===== config.mk =====
export PLATFORM = sky130hd
export DESIGN_NAME = serial_tx_port_flat
export DESIGN_NICKNAME = d
export VERILOG_FILES = /design/src/rtl/serial_tx_port_if.sv /design/src/rtl/serial_tx_port.sv /design/src/flat_wrapper.sv
export SDC_FILE = /design/constraint.sdc
export NUM_CORES = 1
export LEC_CHECK = 0
export CAP_MARGIN = 20
export CORE_UTILIZATION = 40
export CTS_BUF_LIST = sky130_fd_sc_hd__clkbuf_4
export CTS_CLUSTER_DIAMETER = 40
export CTS_CLUSTER_SIZE = 28
export DETAILED_ROUTE_END_ITERATION = 10
export PLACE_DENSITY = 0.65
export SYNTH_ARGS = -nofsm -noshare
export SYNTH_HDL_FRONTEND = slang
export SYNTH_SLANG_ARGS = --single-unit

===== constraint.sdc =====
create_clock -name clk -period 1.9 [get_ports clk]
set_input_delay 0.19 -clock clk [delete_from_list [all_inputs] [get_ports clk]]
set_output_delay 0.19 -clock clk [all_outputs]
set_load 0.005 [all_outputs]

===== src/rtl/serial_tx_port_if.sv =====
// Byte-write / status bundle between an output-bank register slot and the serial transmitter.
// master = CPU-side register slot and iomux, slave = transmitter.
interface serial_tx_port_if;
    logic       wr;
    logic [7:0] din;
    logic       clr_ovr;
    logic       tx;
    logic       busy;
    logic       full;
    logic [7:0] status;

    modport master (
        output wr, din, clr_ovr,
        input  tx, busy, full, status
    );

    modport slave (
        input  wr, din, clr_ovr,
        output tx, busy, full, status
    );
endinterface


===== src/rtl/serial_tx_port.sv =====
// Asynchronous serial transmitter (8N1, LSB first) with a one-byte holding register.
// Define SERIAL_TX_PARITY_EN to add an even-parity bit between the data bits and the stop bit.
module serial_tx_port #(
    parameter int CLKS_PER_BIT = 16,
    parameter int WIDTH        = 8
) (
    input  logic             clk,
    input  logic             reset,
    serial_tx_port_if.slave  bus,
    output logic [2:0]       state_dbg
);

    // Handshake: wr is a one-cycle strobe with no ready return; full acts as not-ready.
    // A write is taken when full=0, or when the holding byte moves to the shifter in the
    // same cycle. Any other write while full is dropped and sets the sticky ovr flag.

    localparam int CW = $clog2(CLKS_PER_BIT);
    localparam int BW = $clog2(WIDTH);
    localparam logic [CW-1:0] BAUD_LAST = CW'(CLKS_PER_BIT - 1);
    localparam logic [BW-1:0] BIT_LAST  = BW'(WIDTH - 1);
`ifdef SERIAL_TX_PARITY_EN
    localparam logic PARITY_BUILD = 1'b1;
`else
    localparam logic PARITY_BUILD = 1'b0;
`endif

    typedef enum logic [2:0] {
        IDLE   = 3'd0,
        START  = 3'd1,
        DATA   = 3'd2,
        PARITY = 3'd3,
        STOP   = 3'd4
    } state_t;

    state_t           state_q, state_d;
    logic [CW-1:0]    baud_q, baud_d;
    logic [BW-1:0]    bit_q, bit_d;
    logic [WIDTH-1:0] shift_q, shift_d;
    logic [WIDTH-1:0] hold_q, hold_d;
    logic             full_q, full_d;
    logic             ovr_q, ovr_d;
    logic             tx_q, tx_d;
    logic             baud_end;
    logic             xfer;
`ifdef SERIAL_TX_PARITY_EN
    logic             par_q, par_d;
`endif

    always_comb begin
        state_d  = state_q;
        baud_d   = baud_q + 1'b1;
        bit_d    = bit_q;
        shift_d  = shift_q;
        hold_d   = hold_q;
        full_d   = full_q;
        ovr_d    = ovr_q;
        tx_d     = tx_q;
`ifdef SERIAL_TX_PARITY_EN
        par_d    = par_q;
`endif
        baud_end = (baud_q == BAUD_LAST);
        xfer     = full_q && ((state_q == IDLE) || (state_q == STOP && baud_end));

        if (baud_end) begin
            baud_d = '0;
        end

        case (state_q)
            IDLE: begin
                baud_d = '0;
                if (full_q) begin
                    state_d = START;
                    tx_d    = 1'b0;
                end
            end
            START: begin
                if (baud_end) begin
                    state_d = DATA;
                    bit_d   = '0;
                    tx_d    = shift_q[0];
                end
            end
            DATA: begin
                if (baud_end) begin
                    if (bit_q == BIT_LAST) begin
`ifdef SERIAL_TX_PARITY_EN
                        state_d = PARITY;
                        tx_d    = par_q;
`else
                        state_d = STOP;
                        tx_d    = 1'b1;
`endif
                    end else begin
                        shift_d = shift_q >> 1;
                        tx_d    = shift_q[1];
                        bit_d   = bit_q + 1'b1;
                    end
                end
            end
`ifdef SERIAL_TX_PARITY_EN
            PARITY: begin
                if (baud_end) begin
                    state_d = STOP;
                    tx_d    = 1'b1;
                end
            end
`endif
            STOP: begin
                if (baud_end) begin
                    // Back-to-back frames: the next start bit follows the stop bit directly.
                    state_d = full_q ? START : IDLE;
                    tx_d    = !full_q;
                end
            end
            default: begin
                state_d = IDLE;
                baud_d  = '0;
                tx_d    = 1'b1;
            end
        endcase

        if (xfer) begin
            shift_d = hold_q;
            full_d  = 1'b0;
`ifdef SERIAL_TX_PARITY_EN
            par_d   = ^hold_q;
`endif
        end

        if (bus.wr && (!full_q || xfer)) begin
            hold_d = bus.din;
            full_d = 1'b1;
        end

        // A same-cycle overrun beats the clear.
        if (bus.wr && full_q && !xfer) begin
            ovr_d = 1'b1;
        end else if (bus.clr_ovr) begin
            ovr_d = 1'b0;
        end
    end

    always_ff @(posedge clk) begin
        if (!reset) begin
            state_q <= IDLE;
            baud_q  <= '0;
            bit_q   <= '0;
            shift_q <= '0;
            hold_q  <= '0;
            full_q  <= 1'b0;
            ovr_q   <= 1'b0;
            tx_q    <= 1'b1;
`ifdef SERIAL_TX_PARITY_EN
            par_q   <= 1'b0;
`endif
        end else begin
            state_q <= state_d;
            baud_q  <= baud_d;
            bit_q   <= bit_d;
            shift_q <= shift_d;
            hold_q  <= hold_d;
            full_q  <= full_d;
            ovr_q   <= ovr_d;
            tx_q    <= tx_d;
`ifdef SERIAL_TX_PARITY_EN
            par_q   <= par_d;
`endif
        end
    end

    assign bus.tx     = tx_q;
    assign bus.busy   = (state_q != IDLE) | full_q;
    assign bus.full   = full_q;
    assign bus.status = {4'b0000, PARITY_BUILD, ovr_q, full_q, (state_q != IDLE) | full_q};
    assign state_dbg  = state_q;

endmodule


===== src/flat_wrapper.sv =====
// flat-port wrapper written by rule: the top's interface ports become plain ports
module serial_tx_port_flat 
#(
    parameter int CLKS_PER_BIT = 16,
    parameter int WIDTH        = 8
)
  (clk, reset, state_dbg, bus_wr, bus_din, bus_clr_ovr, bus_tx, bus_busy, bus_full, bus_status);
  serial_tx_port_if bus_i ();
  input  logic clk;
  input  logic reset;
  output logic [2:0] state_dbg;
  input wire logic [$bits(bus_i.wr)-1:0] bus_wr;
  input wire logic [$bits(bus_i.din)-1:0] bus_din;
  input wire logic [$bits(bus_i.clr_ovr)-1:0] bus_clr_ovr;
  output wire logic [$bits(bus_i.tx)-1:0] bus_tx;
  output wire logic [$bits(bus_i.busy)-1:0] bus_busy;
  output wire logic [$bits(bus_i.full)-1:0] bus_full;
  output wire logic [$bits(bus_i.status)-1:0] bus_status;
  assign bus_i.wr = bus_wr;
  assign bus_i.din = bus_din;
  assign bus_i.clr_ovr = bus_clr_ovr;
  assign bus_tx = bus_i.tx;
  assign bus_busy = bus_i.busy;
  assign bus_full = bus_i.full;
  assign bus_status = bus_i.status;
  serial_tx_port #(.CLKS_PER_BIT(CLKS_PER_BIT), .WIDTH(WIDTH)) u_core (.clk(clk), .reset(reset), .bus(bus_i), .state_dbg(state_dbg));
endmodule

-- Word-level counts from Yosys, hierarchy flattened
Cells that the tools add are included.
- register bits: 29
- input bits: 12
- output and inout bits: 14
- add/subtract/negate cells: 2
- eq/ne operators: 12
- multiplexer cells: 25
- bitwise logic cells: 3
- reductions and logical operators: 22
- operators by type and width (cell ; count):
    $mux W8 ; 4
    $mux W3 ; 8
    $ne A2 B1 Y1 const B ; 6
    $pmux W3 S4 ; 1
    $mux W1 ; 10
    $reduce_bool A2 Y1 ; 5
    $reduce_and A4 Y1 ; 2
    $eq A3 B3 Y1 const B ; 2
    $pmux W3 S2 ; 1
    $reduce_or A3 Y1 ; 2
    $logic_and A1 B1 Y1 ; 5
    $reduce_and A5 Y1 ; 1
    $add A4 B1 Y4 const B ; 1
    $eq A4 B4 Y1 const B ; 1
    $pmux W1 S4 ; 1
    $add A3 B1 Y3 const B ; 1
    $eq A3 B1 Y1 const B ; 1
    $eq A3 B2 Y1 const B ; 1
    $logic_not A3 Y1 ; 1
    $reduce_and A3 Y1 ; 1
    $reduce_bool A3 Y1 ; 1
    $logic_not A1 Y1 ; 2
    $logic_or A1 B1 Y1 ; 2
    $ne A2 B2 Y1 const B ; 1
    other kinds (2) ; 3

-- Logic depth before layout (Yosys ltp)
- word-level depth: 7
- mapped depth: 7

-- Least setup slack after synthesis
No wires, ideal clock.
- path type: flip-flop to flip-flop
- from: register u_core.bit_q[0]
- to: register u_core.bit_q[1]
- setup time: 0.118 ns
- arrival: 1.652 ns
- required time: 1.782 ns
- setup slack: 0.129 ns
- cell stages (with the launch flop): 7
- path buffers: 0
- period minus slack after synthesis: 1.771 ns
- path through: dfxtp_1 ha_1 ha_1 or3b_2 a211o_1 a22oi_1 nor2b_1
- cells in the longest elaborated chain, start to end: 4
- RTL lines (item ; RTL line ; RTL):
    start: declaration ; serial_tx_port.sv:37 ; logic [BW-1:0] bit_q, bit_d;
    start signal: assignment ; serial_tx_port.sv:159 ; bit_q <= bit_d;
    $add A3 B1 Y3 ; serial_tx_port.sv:96 ; bit_d = bit_q + 1'b1;
    $mux W3 ; serial_tx_port.sv:85 ; if (bit_q == BIT_LAST) begin
    $mux W3 ; serial_tx_port.sv:84 ; if (baud_end) begin
    $pmux W3 S2 ; serial_tx_port.sv:68 ; case (state_q)
Parallel ways exist; a longest one is shown, timed or not. The select of a mux whose other input is x is not followed.
A chain may end at the register's enable or synchronous reset.

-- Worst setup path after layout
Ends and elaborated chain as after synthesis.

==> flow_summary.html <==
<table>
<tr><th>Metric</th><th>Value</th></tr>
<tr><th colspan="2">Outcome</th></tr>
<tr><td>Result of the run</td><td>completed</td></tr>
<tr><th colspan="2">CTS</th></tr>
<tr><td>CTS Hold Bufs</td><td>0</td></tr>
<tr><td>Maximum number of buffers from clock root to sink</td><td>2</td></tr>
<tr><td>Clock latency on the worst-skew pair</td><td>0.33 ns</td></tr>
<tr><td>CTS sink cnt</td><td>29</td></tr>
<tr><td>Inserted Clock Buffers</td><td>5</td></tr>
<tr><td>Clock input transition at the sequential cells of the worst setup and hold paths</td><td>0.09 ns</td></tr>
<tr><td>Level count of the clock H-tree</td><td>2</td></tr>
<tr><td>Clk Tree Root Cell</td><td>sky130_fd_sc_hd__clkbuf_4</td></tr>
<tr><td>Clock tree from TritonCTS</td><td>built</td></tr>
<tr><td>Post-CTS Setup Inserts</td><td>0</td></tr>
<tr><th colspan="2">Synthesis</th></tr>
<tr><td>Post-Synthesis Cell Area</td><td>1440 µm²</td></tr>
<tr><td>Share of Yosys cell area claimed by the top area cell type</td><td>0.403</td></tr>
<tr><td>Average footprint of a synthesized cell</td><td>9.17 µm²</td></tr>
<tr><td>Top area cells in the synthesized netlist</td><td>sky130_fd_sc_hd__dfxtp_1, sky130_fd_sc_hd__mux2i_1, sky130_fd_sc_hd__nor2b_1, sky130_fd_sc_hd__a21boi_0, sky130_fd_sc_hd__a22oi_1</td></tr>
<tr><td>Synthesis-stage register bit count</td><td>29</td></tr>
<tr><td>Leading cell type by number of instances after synthesis</td><td>sky130_fd_sc_hd__dfxtp_1</td></tr>
<tr><td>Cell type with the highest aggregate area in the netlist</td><td>sky130_fd_sc_hd__dfxtp_1</td></tr>
<tr><td>Async set-or-reset flop fraction in the synthesized netlist</td><td>0</td></tr>
<tr><td>Flip-flop cell with the highest count after synthesis</td><td>sky130_fd_sc_hd__dfxtp_1</td></tr>
<tr><td>Number of enable flip-flop cells after synthesis</td><td>0</td></tr>
<tr><td>Count of different cell masters after synthesis</td><td>43</td></tr>
<tr><td>Post-Synthesis Cells</td><td>157</td></tr>
<tr><td>Number of warnings printed during yosys synthesis</td><td>0</td></tr>
<tr><td>Share of synthesized area occupied by flip-flops and latches</td><td>0.403</td></tr>
<tr><td>Most frequent cells after synthesis</td><td>sky130_fd_sc_hd__dfxtp_1, sky130_fd_sc_hd__nor2b_1, sky130_fd_sc_hd__nand3_1</td></tr>
<tr><th colspan="2">STA</th></tr>
<tr><td>Setup repair after global routing missed its margin</td><td>false</td></tr>
<tr><td>Post-route worst setup slack</td><td>0.113 ns</td></tr>
<tr><td>Final Critical Period</td><td>1.79 ns</td></tr>
<tr><td>Worst hold slack after final layout</td><td>0.456 ns</td></tr>
<tr><td>Endpoints failing setup</td><td>0</td></tr>
<tr><td>Post-Route Setup TNS</td><td>0 ns</td></tr>
<tr><td>Number of pins with negative max-slew slack in the final report</td><td>0</td></tr>
<tr><td>Post-route fraction of the period consumed by the critical path</td><td>0.940</td></tr>
<tr><td>Upper clock frequency limit</td><td>560 MHz</td></tr>
<tr><td>Clk_skew</td><td>0.00871 ns</td></tr>
<tr><td>Final hold violation count</td><td>0</td></tr>
<tr><th colspan="2">Placement</th></tr>
<tr><td>Buffers added on ports</td><td>20</td></tr>
<tr><td>Final RePlAce weighted congestion</td><td>0.800</td></tr>
<tr><td>Detail Placement HPWL</td><td>1.97 mm</td></tr>
<tr><td>Post-detailed-placement cell area</td><td>1640 µm²</td></tr>
<tr><td>Post-Place Worst Slack</td><td>0.0239 ns</td></tr>
<tr><th colspan="2">Routing</th></tr>
<tr><td>Total Routed Length</td><td>2.74 mm</td></tr>
<tr><td>Final routed DRC violation total</td><td>0</td></tr>
<tr><td>M1 WL</td><td>1.24 mm</td></tr>
<tr><td>Antenna violation net count after detailed routing</td><td>0</td></tr>
<tr><td>Number of iterations in the first detailed-routing pass</td><td>4</td></tr>
<tr><td>Count of vias placed by the detailed router</td><td>1,196</td></tr>
<tr><td>Routed length on met3</td><td>165 µm</td></tr>
<tr><td>Length of routed met2 wiring</td><td>1.29 mm</td></tr>
<tr><td>Via count normalized by instance count</td><td>5.36</td></tr>
<tr><td>Initial DRC Count</td><td>40</td></tr>
<tr><td>Routed wirelength normalized by instance count</td><td>12.3 µm</td></tr>
<tr><td>Highest metal layer used by the detailed router</td><td>met4</td></tr>
<tr><th colspan="2">Run</th></tr>
<tr><td>MaxCap Viol Count</td><td>0</td></tr>
<tr><th colspan="2">Final layout</th></tr>
<tr><td>Fraction of final layout cells with drive strength greater than 1</td><td>0.113</td></tr>
<tr><td>Diode count</td><td>0</td></tr>
<tr><td>Layout net count</td><td>191</td></tr>
<tr><td>Cell area after layout</td><td>1730 µm²</td></tr>
<tr><td>Syn-to-layout area delta</td><td>19.9%</td></tr>
<tr><th colspan="2">Floorplan</th></tr>
<tr><td>Die area</td><td>3840 µm²</td></tr>
<tr><td>Overall die width</td><td>62 µm</td></tr>
<tr><td>Starting density of the core</td><td>0.425</td></tr>
<tr><td>DIE HEIGHT</td><td>62 µm</td></tr>
<tr><td>Boundary pin count</td><td>26</td></tr>
<tr><td>Site row count</td><td>21</td></tr>
<tr><td>Placeable core region</td><td>3390 µm²</td></tr>
<tr><th colspan="2">Power and ir drop</th></tr>
<tr><td>Largest voltage drop on the vdd net</td><td>404 µV</td></tr>
<tr><td>Total power draw</td><td>0.00129 W</td></tr>
<tr><td>P_leak</td><td>0.633 nW</td></tr>
<tr><td>Power per unit of standard cell area</td><td>746 nW/µm²</td></tr>
<tr><th colspan="2">GRT</th></tr>
<tr><td>GRT Resource Usage Total</td><td>0.160</td></tr>
<tr><td>GR Overflow Total</td><td>0</td></tr>
<tr><td>Vias in the first global route</td><td>999</td></tr>
<tr><td>Antenna violations before repair</td><td>0</td></tr>
<tr><td>First-pass GRT wire length</td><td>4.42 mm</td></tr>
<tr><td>Pin count of the biggest net entering global routing</td><td>25</td></tr>
<tr><th colspan="2">Worst setup path</th></tr>
<tr><td>Master of the slowest instance on the critical path</td><td>sky130_fd_sc_hd__or3b_2</td></tr>
<tr><td>Delay contributed by the slowest stage of the critical path</td><td>0.44 ns</td></tr>
<tr><td>Critical path endpoint category</td><td>flop</td></tr>
<tr><td>Worst flop-to-flop path endpoint</td><td>u_core.bit_q[1]</td></tr>
<tr><td>FF-to-FF path depth</td><td>6</td></tr>
<tr><td>CP Class</td><td>reg -&gt; reg</td></tr>
<tr><td>RR Startpoint</td><td>u_core.bit_q[0]</td></tr>
<tr><td>Crit-path cells</td><td>ha_1, ha_2, or3b_2, a211o_1, a22oi_1, nor2b_1</td></tr>
<tr><td>Critical path data required time</td><td>2.12 ns</td></tr>
<tr><td>Crit-path max FO</td><td>5</td></tr>
<tr><td>CP Launch Type</td><td>flop</td></tr>
<tr><td>Reg2reg setup slack</td><td>0.11 ns</td></tr>
<tr><td>Arrival time of the worst setup path</td><td>2.01 ns</td></tr>
<tr><th colspan="2">Min path</th></tr>
<tr><td>Startpoint of the tightest hold check path</td><td>u_core.baud_q[0]</td></tr>
<tr><td>Path class of the lowest-slack min-delay path</td><td>reg -&gt; reg</td></tr>
<tr><td>Hold-critical path endpoint</td><td>u_core.baud_q[0]</td></tr>
<tr><td>Hold path cells</td><td>1</td></tr>
</table>
kinds of logic after synthesis:
kind of cell | synth area share
AO/OA/AOI/OAI | 0.207
XOR/XNOR | 0.0122
adder cells (fa/ha/maj) | 0.0261
buffers and inverters | 0.0843
flip-flops | 0.403
multiplexers | 0.0626
other | 0.00260
AND/OR/NAND/NOR | 0.202
per-layer routing:
layer / global-route usage / up-vias
met2: 0.254 / 46
met1: 0.192 / 555
li1: - / 589
met3: 0.0559 / 6
met5: 0 / -
met4: 0.0762 / 0
layout by cell type, fill, tap and decap left out, drive strengths merged, types with 2 or more instances in the layout:
cell	synthesis	final
or3b	3	3
inv	4	4
a22oi	8	8
ha	3	3
clkdlybuf4s50	0	20
a21oi	7	7
conb	1	5
nor2	8	8
mux2i	9	9
nand3b	2	2
o21ai	4	4
dfxtp	29	29
and2	2	2
o21a	2	2
clkbuf	3	6
nand3	10	10
nand2	8	8
buf	14	5
a211oi	2	2
a21boi	8	8
nor2b	13	13
sequential cells by signal (all words and copies together), names as in the netlist:
name,cells
u_core.state_dbg,3
u_core.bus.full,1
u_core.bus.tx,1
u_core.hold_q,8
u_core.baud_q,4
u_core.shift_q,8
u_core.ovr_q,1
u_core.bit_q,3
critical path, delay by kind of cell, from the launching register on:
kind | cells | cell delay (ns)
and+or+nand+nor | 2 | 0.51
adders and majority gates | 2 | 0.40
AOI/OAI and AO/OA | 2 | 0.46
DFF | 1 | 0.33
metrics by stage:
step                std cells   util
floorplan                 161      -
CTS                       223  0.509
global route              223  0.509
detailed placement        215  0.485
global placement          215  0.485
finish                    223  0.509
timing repair:
item                                    4_1_cts  5_1_grt
endpoints found under the setup margin        2        3
pin swaps                                     0        1
gates cloned                                  0        0
gates resized for setup                       1        1
worst max-delay path by stage:
stage,endpoint,slack [ns],start
after floorplan,u_core.bit_q[1],0.13,u_core.bit_q[0]
after global placement,u_core.bit_q[1],0.1,u_core.bit_q[0]
after detailed placement,u_core.bit_q[1],0.02,u_core.bit_q[0]
after CTS,u_core.bit_q[1],0.01,u_core.bit_q[0]
after global routing,u_core.bit_q[1],0.02,u_core.bit_q[0]
final,u_core.bit_q[1],0.11,u_core.bit_q[0]
final cells by class:
| class | instances | area, µm² |
|---|---|---|
| repair buffers | 25 | 238 |
| fillers | 328 | 1660 |
| clock buffers | 6 | 45.0 |
| flip-flops and latches | 29 | 582 |
| multi-input cells | 111 | 756 |
| well taps | 46 | 57.6 |
| inverters | 4 | 15.0 |
| clock inverters | 2 | 33.8 |
report_power, final:
group	switching (W)	internal [W]	leakage [nW]
Clock	0.000211	0.000288	0.0433
Sequential	0.0000210	0.000632	0.237
Combinational	0.0000568	0.0000800	0.353
Note: power is estimated with default switching activity, not from simulation.
